File: config.mk
export PLATFORM = sky130hd
export DESIGN_NAME = day4_scan_sequencer
export DESIGN_NICKNAME = d
export VERILOG_FILES = /design/src/rtl/day4_pkg.sv /design/src/rtl/day4_scan_sequencer_first_tick_pulse.sv /design/src/rtl/day4_scan_sequencer.sv
export SDC_FILE = /design/constraint.sdc
export NUM_CORES = 1
export LEC_CHECK = 0
export ABC_AREA = 1
export ABC_CLOCK_PERIOD_IN_PS = 3600
export BUFFER_PORTS_ARGS = -buffer_cell sky130_fd_sc_hd__buf_4
export CAP_MARGIN = 20
export CORE_ASPECT_RATIO = 1.5
export CORE_MARGIN = 2
export CORE_UTILIZATION = 59
export DETAILED_ROUTE_END_ITERATION = 8
export PLACE_DENSITY = 0.93
export SLEW_MARGIN = 5
export SYNTH_ARGS = -nofsm -noshare
export SYNTH_HDL_FRONTEND = slang
export SYNTH_SLANG_ARGS = --single-unit
File: constraint.sdc
create_clock -name clk -period 3.6 [get_ports clk]
set_input_delay 0.36 -clock clk [delete_from_list [all_inputs] [get_ports clk]]
set_output_delay 0.36 -clock clk [all_outputs]
set_load 0.005 [all_outputs]
File: src/rtl/day4_pkg.sv
// Shared types and constants for the Day 4 password-checker sweep.
package day4_pkg;

   typedef enum logic [2:0] {
      IDLE  = 3'd0,
      LOAD  = 3'd1,
      ISSUE = 3'd2,
      WAIT  = 3'd3,
      DONE  = 3'd4
   } scan_state_t;

   localparam int DAY4_CAND_W = 20;
   localparam int DAY4_CNT_W  = 20;

endpackage

File: src/rtl/day4_scan_sequencer_first_tick_pulse.sv
// One-shot pulse: high from reset release until the first rising clock edge,
// then low until the next reset. Used as an automatic launch request.
module first_tick_pulse (
   input  logic clk,
   input  logic rst,
   output logic pulse
);

   logic armed;

   // Armed by reset, disarmed permanently by the first clock edge after release.
   always_ff @(posedge clk or negedge rst) begin
      if (!rst) armed <= 1'b1;
      else      armed <= 1'b0;
   end

   assign pulse = armed;

endmodule

File: src/rtl/day4_scan_sequencer.sv
// Sweeps an inclusive candidate range through the Day 4 checker, one value
// at a time, and accumulates a saturating pass count.
// Optional feature: define SCAN_AUTOSTART_EN to launch one sweep automatically
// on the first clock after reset release.
module day4_scan_sequencer
   import day4_pkg::*;
#(
   parameter int CAND_W = DAY4_CAND_W,
   parameter int CNT_W  = DAY4_CNT_W
) (
   input  logic              clk,
   input  logic              rst,
   input  logic              start,
   input  logic [CAND_W-1:0] range_lo,
   input  logic [CAND_W-1:0] range_hi,
   output logic [CAND_W-1:0] cand,
   output logic              cand_valid,
   input  logic              cand_ready,
   input  logic              res_valid,
   input  logic              res_pass,
   output logic              busy,
   output logic              done,
   output logic              error,
   output logic [CNT_W-1:0]  pass_count
);

   scan_state_t       state, state_nxt;
   logic [CAND_W-1:0] cur;
   logic [CAND_W-1:0] hi;
   logic              launch;
   logic              range_bad;

   // Saturating increment: the count sticks at all-ones instead of wrapping.
   function automatic logic [CNT_W-1:0] sat_inc(input logic [CNT_W-1:0] a,
                                                 input logic inc);
      if (inc && (a != {CNT_W{1'b1}})) return a + CNT_W'(1);
      else                              return a;
   endfunction

`ifdef SCAN_AUTOSTART_EN
   logic first_tick;

   first_tick_pulse u_first_tick (
      .clk   (clk),
      .rst   (rst),
      .pulse (first_tick)
   );

   assign launch = start | first_tick;
`else
   assign launch = start;
`endif

   assign range_bad = (range_lo > range_hi);

   // State register; reset aborts any sweep in progress.
   always_ff @(posedge clk or negedge rst) begin
      if (!rst) state <= IDLE;
      else      state <= state_nxt;
   end

   // Next-state decode and state-decoded outputs.
   always_comb begin
      state_nxt  = state;
      cand_valid = 1'b0;
      busy       = 1'b0;
      done       = 1'b0;
      case (state)
         IDLE:  if (launch) state_nxt = LOAD;
         LOAD: begin
            busy      = 1'b1;
            state_nxt = range_bad ? DONE : ISSUE;
         end
         ISSUE: begin
            busy       = 1'b1;
            cand_valid = 1'b1;
            if (cand_ready) state_nxt = WAIT;
         end
         WAIT: begin
            busy = 1'b1;
            if (res_valid) state_nxt = (cur == hi) ? DONE : ISSUE;
         end
         DONE: begin
            done = 1'b1;
            if (start) state_nxt = LOAD;
         end
         default: state_nxt = IDLE;
      endcase
   end

   // Range latch, candidate walk, error flag and pass accumulation.
   always_ff @(posedge clk or negedge rst) begin
      if (!rst) begin
         cur        <= '0;
         hi         <= '0;
         error      <= 1'b0;
         pass_count <= '0;
      end else begin
         case (state)
            LOAD: begin
               cur        <= range_lo;
               hi         <= range_hi;
               error      <= range_bad;
               pass_count <= '0;
            end
            WAIT: begin
               if (res_valid) begin
                  pass_count <= sat_inc(pass_count, res_pass);
                  // Stop at hi so an all-ones upper bound never wraps cur.
                  if (cur != hi) cur <= cur + CAND_W'(1);
               end
            end
            default: ;
         endcase
      end
   end

   assign cand = cur;

endmodule

==> metrics.cfg <==
[clocking]
clk_path_buf_depth=2
post_cts_resized=0
clk_latency_ns=0.34
clock_sinks=64
h-tree-depth=3
post_cts_buffers=0
cts_buffers=9
cts_root_buffer=clkbuf_16
postCtsHoldBufs=0
clk_pin_slew_ns=0.05
cts_tree=done

[floorplan]
die_w_um=75.5
ios=90
dieArea_um2=8400
core_area_um2=7510
rows=39
initial_core_util_pct=60.2
die_h_um=111

[sta]
drv_slew=0
rsz0062_at_grt=no
finalHoldViolations=0
max_freq_ghz=0.440
setup_tns_ns=0
min_period_ns=2.27
min_period_over_period_pct=63.1
tightest_slew_ns=0.836
finalSetupViolations=0
slew_headroom_pct=44.3
skew_ns=0.00367

[worst_setup_path]
end_kind=flip-flop
crit_path_frequent_cell=nand2_1
cp.required_ns=3.82
worst_setup_path_start_kind=flip-flop
max_stage_delay_ns=0.51
crit_slowest_cell=nand2_1
crit_arrival_ns=2.49
reg2reg_from=state[2]
path_cells=inv_2 -> nand2_4 -> nor2_4 -> inv_4 -> nor2_4 -> nor2_1 -> buf_4 -> nand2_1 -> nand2_1 -> nand2_1
crit_buf_inv=3
crit_family=simple AND/OR/NAND/NOR gates
crit_path_start=state[2]
cp_max_fo=35
crit_type=flip-flop to flip-flop

[global_routing]
track_usage_pct=32.6
grt_pass1_wl_um=21000
grt_overflow=0
grt_antenna_before_repair=0
grt_pass1_vias=4770
grt_max_degree=65

[yosys]
synthAdderAreaFrac_pct=6.09
synthXorXnorAreaFrac_pct=5.62
synth-compound-area-share_pct=7.16
ys.flop_type=dfrtp_1
yosys.area_share.simple_pct=37.3
syn_nets=731
synth_edf_count=0
netlist_area_um2=4520
synth.area.mux_share_pct=0
synth.avg_cell_area_um2=6.82
seq_area_frac_synth_pct=35.4
synth_cells=663
synth-seq-cells=64
ys_types=34
synth_top_area_cell=dfrtp_1
synth_top_family_by_area=simple AND/OR/NAND/NOR gates
yosys_warnings=0
yosys-top-cells-area=dfrtp_1 (35%), nand2_1 (20%), nand3_1 (7.6%), ha_1 (6.1%), inv_1 (5.6%)
synth_top_area_share_pct=35.4
synthArstFlopShare_pct=100

[detailed_routing]
ant_nets=0
dr_total_vias=4777
drt_first_pass_iters=5
first_iter_violations=289
route.detailed.drc=0
totalWireLength_um=12800
vias_per_cell=5.61
route.detailed.wl_per_inst_um=15.0

[power_and_ir_drop]
power_density_nw_per_um2=701
ir_drop_v=0.000452
p_leak_nw=2.87
power.total_mw=3.86

[cells_and_area]
drive_gt1_share_pct=16.6
n_antenna_cell=0
area_delta_synth_final_pct=21.8
nets=813

[placement]
gp_congestion=0.999
hpwl_um=9640
portBuffers=89

[job]
cap_viol_max_count=0

[min_path]
hold_class=input pin to async pin

[status]
status=completed

[registers in the layout, summed over array words and instances (netlist names)]
signal and count:
cand 20, error 1, hi 20, pass_count 20, state 3
[power by group]
part | switching [mW] | leakage [nW] | total (mW) | internal [mW]
combinational | 1.07 | 1.91 | 1.75 | 0.681
clock | 0.312 | 0.134 | 0.808 | 0.497
sequential | 0.329 | 0.824 | 1.30 | 0.975
total | 1.71 | 2.87 | 3.86 | 2.15
[worst paths after layout]
| kind | end | cells after the start | slack [ns] |
|---|---|---|---|
| worst max-delay path | cand[14] | 10 | 1.33 |
| worst min-delay path | pass_count[6] | 1 | 0.12 |
| worst max register to register | cand[14] | 10 | 1.33 |
| worst min register to register | error | 2 | 0.49 |
| max in group asynchronous | cand[5] | 1 | 2.92 |
| min in group clk | hi[0] | 3 | 0.26 |
[logic make-up after synthesis]
family / count (synthesis)
and+or+nand+nor: 393
buffers and inverters: 93
DFF: 64
AOI/OAI and AO/OA: 62
xor gates and xnor gates: 29
adders and majority gates: 22
[through the flow]
step / cells / hold WS [ns] / util, % / instance area, µm² / setup WS [ns]
finish: 851 / 0.122 / 73.3 / 5510 / 1.33
global route: 851 / 0.197 / 73.3 / 5510 / 1.14
CTS: 851 / 0.153 / 73.3 / 5510 / 1.38
detailed placement: 836 / 0.472 / 69.7 / 5240 / 1.37
global placement: 836 / 0.473 / 69.7 / 5240 / 1.47
floorplan: 663 / 0.0644 / - / 4520 / 1.97
[cell usage after synthesis, types with 2 or more instances]
cell	number
inv_2	2
or2_2	2
nand4_1	8
inv_1	68
nand3_2	3
clkbuf_1	8
o21ai_0	43
ha_1	22
buf_2	6
nand3_1	69
a21oi_1	12
nand2_1	237
o21ai_1	2
dfrtp_1	64
buf_6	2
nor2_4	4
o31ai_1	2
buf_1	3
xor2_1	12
xnor2_1	17
nand2_2	2
nor2_1	50
nor3b_1	2
nor3_1	12
buf_4	2
[area by class of cell]
class | instances | area, µm²
inverter | 71 | 269
clock buffer | 12 | 256
sequential | 64 | 1600
timing repair buffer | 93 | 698
tap | 102 | 128
multi-input combinational | 506 | 2540
clock inverter | 3 | 17.5
fill | 624 | 2010
[metal layers]
layer,wire (µm),global-route usage [%],vias to the layer above
met5,0,0,-
met4,854,22.5,0
met3,797,6.09,69
met2,6530,54.0,234
met1,4590,35.9,2197
li1,-,-,2277
[layout by cell type, fill, tap and decap left out, drive strengths merged, types with 2 or more instances in the layout]
master  netlist  routed
inv          71      71
xnor2        17      17
nor3         12      12
a21oi        12      12
nor2         55      55
clkinv        0       2
nor3b         3       3
clkbuf        9      12
nand3        72      72
nand2       240     240
buf          13      93
ha           22      22
nand4         8       8
xor2         12      12
or2           2       2
dfrtp        64      64
o21ai        45      45
o31ai         2       2
No activity file was read; power rests on OpenSTA's default activity.
